### config.mk
export PLATFORM = sky130hd
export DESIGN_NAME = and_edge_monitor
export DESIGN_NICKNAME = d
export VERILOG_FILES = /design/src/rtl/and_mon_pkg.sv /design/src/rtl/rise_detect.sv /design/src/rtl/and_edge_monitor.sv
export SDC_FILE = /design/constraint.sdc
export NUM_CORES = 1
export LEC_CHECK = 0
export ABC_AREA = 1
export CORE_MARGIN = 3
export CORE_UTILIZATION = 35
export DETAILED_ROUTE_END_ITERATION = 8
export DONT_BUFFER_PORTS = 1
export PLACE_DENSITY = 0.5
export REMOVE_ABC_BUFFERS = 1
export SLEW_MARGIN = 20
export SYNTH_ARGS = -nofsm -noshare
export SYNTH_HDL_FRONTEND = slang
export SYNTH_SLANG_ARGS = --single-unit
### constraint.sdc
create_clock -name clk -period 2.88 [get_ports clk]
set_input_delay 0.432 -clock clk [delete_from_list [all_inputs] [get_ports clk]]
set_output_delay 0.432 -clock clk [all_outputs]
set_load 0.02 [all_outputs]
### src/rtl/and_mon_pkg.sv
// rtl/and_mon_pkg.sv - shared state type and default widths for and_edge_monitor
package and_mon_pkg;

    typedef enum logic {
        ST_COUNT  = 1'b0,
        ST_REPORT = 1'b1
    } st_t;

    localparam int CNT_W_DEF = 8;

endpackage

### src/rtl/rise_detect.sv
// rtl/rise_detect.sv - en-gated sampling of the AND result and registered rising-edge pulse
module rise_detect (
    input  logic clk,
    input  logic rst,
    input  logic en_i,
    input  logic in_a_i,
    output logic s_a_o,
    output logic rise_o,
    output logic rise_pulse_o
);

    logic s_a_q;
    logic prev_a_q;
    logic pulse_q;

    always_ff @(posedge clk) begin
        if (rst) begin
            s_a_q    <= 1'b0;
            prev_a_q <= 1'b0;
            pulse_q  <= 1'b0;
        end else begin
            if (en_i) begin
                s_a_q    <= in_a_i;
                prev_a_q <= s_a_q;
            end
            pulse_q <= rise_o;
        end
    end

    // Gating with en keeps a held sample from re-firing while sampling is frozen.
    assign rise_o       = en_i & s_a_q & ~prev_a_q;
    assign s_a_o        = s_a_q;
    assign rise_pulse_o = pulse_q;

endmodule

### src/rtl/and_edge_monitor.sv
// rtl/and_edge_monitor.sv - edge counter and threshold report behind the AND block; MISMATCH_CHECK_EN adds the output-disagreement flag
module and_edge_monitor
    import and_mon_pkg::*;
#(
    parameter int CNT_W  = CNT_W_DEF,
    parameter int THRESH = 4
) (
    input  logic             clk,
    input  logic             rst,
    input  logic             en,
    input  logic             in_assign,
    input  logic             in_always,
    output logic             rise_pulse,
    output logic [CNT_W-1:0] edge_cnt,
    output logic             rpt_valid,
    input  logic             rpt_ready,
    output logic [CNT_W-1:0] rpt_count,
    output logic             mismatch
);

    localparam logic [CNT_W-1:0] CNT_MAX  = '1;
    localparam logic [CNT_W-1:0] THRESH_C = CNT_W'(THRESH);

    st_t              state_q, state_d;
    logic [CNT_W-1:0] edge_cnt_q, edge_cnt_d;
    logic [CNT_W-1:0] rpt_count_q, rpt_count_d;
    logic [CNT_W-1:0] cnt_inc;
    logic             s_a;
    logic             rise;

    rise_detect u_rise_detect (
        .clk          (clk),
        .rst          (rst),
        .en_i         (en),
        .in_a_i       (in_assign),
        .s_a_o        (s_a),
        .rise_o       (rise),
        .rise_pulse_o (rise_pulse)
    );

    assign cnt_inc = (edge_cnt_q == CNT_MAX) ? CNT_MAX : edge_cnt_q + CNT_W'(1);

    always_comb begin
        state_d     = state_q;
        edge_cnt_d  = edge_cnt_q;
        rpt_count_d = rpt_count_q;
        case (state_q)
            ST_COUNT: begin
                // ">=" lets THRESH=1 report again when a handshake left the count at 1.
                if (rise) begin
                    edge_cnt_d = cnt_inc;
                    if (cnt_inc >= THRESH_C) begin
                        state_d     = ST_REPORT;
                        rpt_count_d = THRESH_C;
                    end
                end
            end
            ST_REPORT: begin
                if (rpt_ready) begin
                    state_d    = ST_COUNT;
                    edge_cnt_d = rise ? CNT_W'(1) : '0;
                end else if (rise) begin
                    edge_cnt_d = cnt_inc;
                end
            end
            default: state_d = ST_COUNT;
        endcase
    end

    always_ff @(posedge clk) begin
        if (rst) begin
            state_q     <= ST_COUNT;
            edge_cnt_q  <= '0;
            rpt_count_q <= '0;
        end else begin
            state_q     <= state_d;
            edge_cnt_q  <= edge_cnt_d;
            rpt_count_q <= rpt_count_d;
        end
    end

    assign edge_cnt  = edge_cnt_q;
    assign rpt_count = rpt_count_q;
    assign rpt_valid = (state_q == ST_REPORT);

`ifdef MISMATCH_CHECK_EN
    logic s_b_q;
    logic mismatch_q;

    always_ff @(posedge clk) begin
        if (rst) begin
            s_b_q      <= 1'b0;
            mismatch_q <= 1'b0;
        end else if (en) begin
            s_b_q      <= in_always;
            mismatch_q <= mismatch_q | (s_a ^ s_b_q);
        end
    end

    assign mismatch = mismatch_q;
`else
    logic unused_inputs;

    assign unused_inputs = in_always ^ s_a;
    assign mismatch      = 1'b0;
`endif

endmodule

* Yosys cells after proc, flatten, opt, wreduce, memory -nomap -nowiden
Cells that the tools add are included.
** Storage, ports and cells
- Logic and storage cells :: 23
- Bits in registers :: 13
- Bits of input ports :: 6
- Output and inout port bits :: 19
** Operators by class
- Order comparisons :: 1
- Muxes and demuxes :: 9
- Add/subtract/negate cells :: 1
- Eq/ne operators :: 1
- Bitwise operators :: 4
- Reduce and logical (&&, ||, !) cells :: 1
** Operators with widths (number)
- two-way mux 8 bit :: 3
- one-hot mux 8 bit (2 select lines) :: 1
- adder 8 x 1 -> 8 bit, second input constant :: 1
- equality test 8 bit, second input constant :: 1
- >= comparator 8 x 3 -> 1 bit, second input constant :: 1
- two-way mux 1 bit :: 4
- AND reduction 3 bit :: 1
- bitwise AND 1 bit :: 2
- inverter 1 bit :: 2
- one-hot mux 1 bit (2 select lines) :: 1

* Depth between registers and ports, before layout
- Depth in word-level cells :: 6
- Depth in mapped cells :: 10
- Mapped depth without buffers :: 9

* Modules after synthesis
From an unflattened synthesis, not the netlist that was laid out.
** Unflattened totals
- Cell total of the unflattened synthesis :: 109
- Area total of the unflattened synthesis :: 777.0 um2
** By module, submodules not included
- and_edge_monitor :: area an instance 668.1 um2, times used 1, cells an instance 97, sequential area each 200.2 um2
- rise_detect :: area an instance 108.9 um2, times used 1, cells an instance 12, sequential area each 60.1 um2

* Least setup slack after synthesis
OpenSTA, ideal clock, no wires.
- Kind :: register to register
- Start :: reg edge_cnt_q[0] (netlist: edge_cnt[0])
- End :: reg rpt_count_q[2] (netlist: rpt_count[2])
- Data arrival time :: 1.320 ns
- Setup slack :: 1.443 ns
- Setup time :: 0.117 ns
- Path buffers :: 0
- Cell stages (with the launch flop) :: 10
- Period minus slack after synthesis :: 1.437 ns
- Required time :: 2.763 ns
- Path through :: dfxtp_1 -> ha_1 -> nand3_1 -> clkinv_1 -> nand2_4 -> nand3_1 -> nor2_1 -> nand2_1 -> nand2_1 -> a21oi_1
** On the way
- Cells in the longest elaborated chain, start to end :: 4
- Elaborated cells on any way between the ends :: 5
- Those cells by class :: 1 x add/sub; 1 x order compare; 1 x eq/ne; 1 x mux; 1 x reduce/logical
** RTL lines
- start, declared :: line and_edge_monitor.sv:25 : logic [CNT_W-1:0] edge_cnt_q, edge_cnt_d;
- start signal, assigned :: line and_edge_monitor.sv:77 : edge_cnt_q <= edge_cnt_d;
- adder 8 x 1 -> 8 bit / equality test 8 bit (equally long branches) :: line and_edge_monitor.sv:41 : assign cnt_inc = (edge_cnt_q == CNT_MAX) ? CNT_MAX : edge_cnt_q + CNT_W'(1);
- two-way mux 8 bit * :: line and_edge_monitor.sv:41
- >= comparator 8 x 3 -> 1 bit * :: line and_edge_monitor.sv:52 : if (cnt_inc >= THRESH_C) begin
- AND reduction 3 bit (no source line) *
- end signal, assigned :: line and_edge_monitor.sv:78 : rpt_count_q <= rpt_count_d;
- end, declared :: line and_edge_monitor.sv:26 : logic [CNT_W-1:0] rpt_count_q, rpt_count_d;
Mark *: on every way between the ends. The rest lies on a longest branch, timed or not.
A chain may end at the register's enable or synchronous reset.

* Worst setup path in the final report
Ends and elaborated chain as after synthesis.

==> reports/summary.txt <==
Filler cell count: 237
Fin Setup TNS: 0 ns
CTS Buf Count: 3
GRT Overall Usage: 12.5%
Clock buffer depth: 2
CTS root buf: clkbuf_4
Chip Height: 53.5 um
Worst r2r path cells: 8
Initial antenna violation count: 0
Largest net degree at the start of global routing: 13
Post-synthesis compound-gate area fraction: 13.0%
Reg2Reg Launch Point: edge_cnt[0]$_SDFF_PP0_
Finished Layout Cells: 143
Total wire length: 1540 um
Die ar.: 2870 um^2
Layout cells sized above 1: 11.2%
DP Cell Count: 139
Simple-Gate Fraction of Synth Area: 32.9%
Area Overhead vs Synth: 2.37%
Synth top area share: 32.9%
CP Data Required Time: 3.06 ns
DR DRC count: 0
WL/cell: 10.8 um
Power Total: 375 uW
Post-Synth Adder-Cell Area: 1.58%
Row cnt: 16
Hpwl dp: 1140 um
MaxCap Viol Count: 0
Grt met3 use: 6.09%
Synth Instances: 114
Max-slew violations: 0
Crit-path max FO: 6
HP Start: rst
Max VDD drop: 283 uV
FF/Latch Area: 260 um^2
Post-Syn Area: 791 um^2
Post-DR vias/cell: 4.58
Hold Crit Depth: 1
P_leak: 0.368 nW
Max frequency: 604 MHz
Area share of xor/xnor cells in the synthesized design: 0%
Reg-to-reg critical path endpoint: rpt_count[2]$_SDFFE_PP0P_
YS warnings: 0
Starting Density: 38.7%
P per Cell Area: 463 nW/um^2
Post CTS Setup Buffer Count: 0
Main combinational cell family by area after synthesis: simple AND/OR/NAND/NOR gates
Cts hold-fix bufs: 0
WS Path Type: flip-flop to flip-flop
Port-buffer cells: 0
DRT iter0 DRCs: 19
Worst path arrival time: 1.83 ns
Clock sinks: 13
CORE AREA: 2040 um^2
GRT overflow: 0
Final critical-path required period: 1.66 ns
Synth cell types: 24
Cts repair resizes: 0
Multi-input gate area: 405 um^2
Hold EP: rpt_valid$_SDFF_PP0_
CP max stage delay: 0.54 ns
Final period util: 57.5%
Router iterations before antenna repair: 4
Cell taking the most area after synthesis: dfxtp_1
Outcome: finished clean
Final #Nets: 124
Clk slew on worst S/H paths: 0.08 ns
Yosys reg bits: 13
Antenna Violating Nets Remaining: 0
Design area: 810 um^2
Worst Skew: 0.00113 ns
Worst setup EP type: flip-flop
HP Class: input port to flip-flop
CTS tree: yes
CTS H-tree depth: 1
Dominant cells by area after synthesis: dfxtp_1, nand2_1, inv_1
Final Wtd Congestion: 0.784
CP Launch Type: flip-flop
Final Hold Violating Endpoints: 0
Register-to-register setup slack: 1.22 ns
Total number of vias: 655
Vias in the first global route: 579
Diodes inserted: 0
Die Span X: 53.5 um
Clock latency at the later pin of the worst-skew pair: 0.28 ns
Crit-path cells: ha_1 -> nand3_1 -> o21bai_2 -> nand3_1 -> nor2_1 -> nand2_1 -> nand2_1 -> a21oi_1
Most used routing layer: met2
Boundary pin count: 25
Synthesized area per cell: 6.94 um^2
Met2 usage: 19.0%
RSZ-0062 raised after global routing: false
Met1 usage: 15.6%
Crit-path slowest cell: dfxtp_1
Mux cell area share after synthesis: 0%
First-pass GRT wire length: 2570 um
Setup-failing EPs final: 0
Register area share after synthesis: 32.9%
Placed Area: 782 um^2
metrics by stage:
| stage | worst slack (ns) | hold WS [ns] | util (%) |
|---|---|---|---|
| final | 1.22 | 0.208 | 39.6 |
| after CTS | 1.23 | 0.196 | 39.6 |
| after detailed placement | 1.25 | 0.453 | 38.3 |
| after global routing | 1.10 | 0.182 | 39.6 |
| after global placement | 1.24 | 0.445 | 38.3 |
| after floorplan | 1.44 | 0.433 | - |
synth_stat cells:
| master | n |
|---|---|
| a211oi_1 | 1 |
| a21oi_1 | 4 |
| a31oi_1 | 2 |
| buf_2 | 1 |
| buf_4 | 8 |
| buf_6 | 1 |
| clkinv_1 | 2 |
| conb_1 | 1 |
| dfxtp_1 | 13 |
| ha_1 | 1 |
| inv_1 | 18 |
| nand2_1 | 23 |
| nand2_2 | 1 |
| nand2_4 | 1 |
| nand3_1 | 9 |
| nand3_2 | 2 |
| nand4_1 | 4 |
| nor2_1 | 10 |
| nor2_2 | 1 |
| nor2_4 | 2 |
| o211ai_1 | 3 |
| o21ai_0 | 4 |
| o21bai_2 | 1 |
| o221ai_1 | 1 |
routing by layer:
metal | vias to the layer above | share of wire (%)
li1 | 361 | -
met5 | - | 0
met3 | 2 | 6.0
met4 | 0 | 0.84
met2 | 14 | 47
met1 | 278 | 46
registers in the layout (all words and copies together) (netlist names):
name,cells
u_rise_detect.rise_pulse_o,1
u_rise_detect.s_a_o,1
rpt_count,1
u_rise_detect.prev_a_q,1
edge_cnt,8
rpt_valid,1
cell families after synthesis:
kind of cell / after synthesis
DFF: 13
buffers and inverters: 30
AOI/OAI and AO/OA: 16
other: 1
adders and majority gates: 1
and+or+nand+nor: 53
area by class of cell:
type                            instances  share of cell area, %
Multi-Input combinational cell         78                   50.1
Sequential cell                        13                   32.1
Inverter                               20                   9.27
Tap cell                               27                   4.17
Clock buffer                            3                   2.78
Timing Repair Buffer                    1                  0.927
Clock inverter                          1                  0.618
how the worst max path moves through the flow:
stage / end / from / slack [ns] / cells past startpoint
after floorplan: rpt_count[2]$_SDFFE_PP0P_ / edge_cnt[1]$_SDFF_PP0_ / 1.44 / 8
after global placement: rpt_count[2]$_SDFFE_PP0P_ / edge_cnt[0]$_SDFF_PP0_ / 1.24 / 8
after detailed placement: rpt_count[2]$_SDFFE_PP0P_ / edge_cnt[0]$_SDFF_PP0_ / 1.25 / 8
after CTS: rpt_count[2]$_SDFFE_PP0P_ / edge_cnt[1]$_SDFF_PP0_ / 1.23 / 8
after global routing: rpt_valid$_SDFF_PP0_ / edge_cnt[1]$_SDFF_PP0_ / 1.10 / 9
final: rpt_count[2]$_SDFFE_PP0P_ / edge_cnt[0]$_SDFF_PP0_ / 1.22 / 8
cells in the final DEF (no fill, tap or decap):
cell type	Yosys	final
o21ai_0	4	4
a21oi_1	4	4
ha_1	1	1
nor2_4	2	2
a31oi_1	2	2
clkinv_1	2	2
nor2_2	1	1
nand2_2	1	1
clkinv_2	0	1
a211oi_1	1	1
o221ai_1	1	1
nand3_1	9	9
o21bai_2	1	1
nand4_1	4	4
nand3_2	2	2
clkbuf_4	0	3
buf_4	8	1
dfxtp_1	13	13
conb_1	1	8
inv_1	18	18
nor2_1	10	10
nand2_4	1	1
o211ai_1	3	3
nand2_1	23	23
report_power, final:
| group | leakage, nW | total [mW] | switching, mW | internal (mW) |
|---|---|---|---|---|
| combinational | 0.244 | 0.0472 | 0.0320 | 0.0152 |
| clock | 0.0177 | 0.116 | 0.0641 | 0.0515 |
| sequential | 0.106 | 0.212 | 0.0230 | 0.189 |
| total | 0.368 | 0.375 | 0.119 | 0.256 |
critical path: cells and delay by family, from the launching register on:
| family | cells | cell delay [ns] |
|---|---|---|
| AO/OA/AOI/OAI | 2 | 0.21 |
| adder cells (fa/ha/maj) | 1 | 0.32 |
| flip-flops | 1 | 0.54 |
| AND/OR/NAND/NOR | 5 | 0.47 |
No activity file was read; power rests on OpenSTA's default activity.
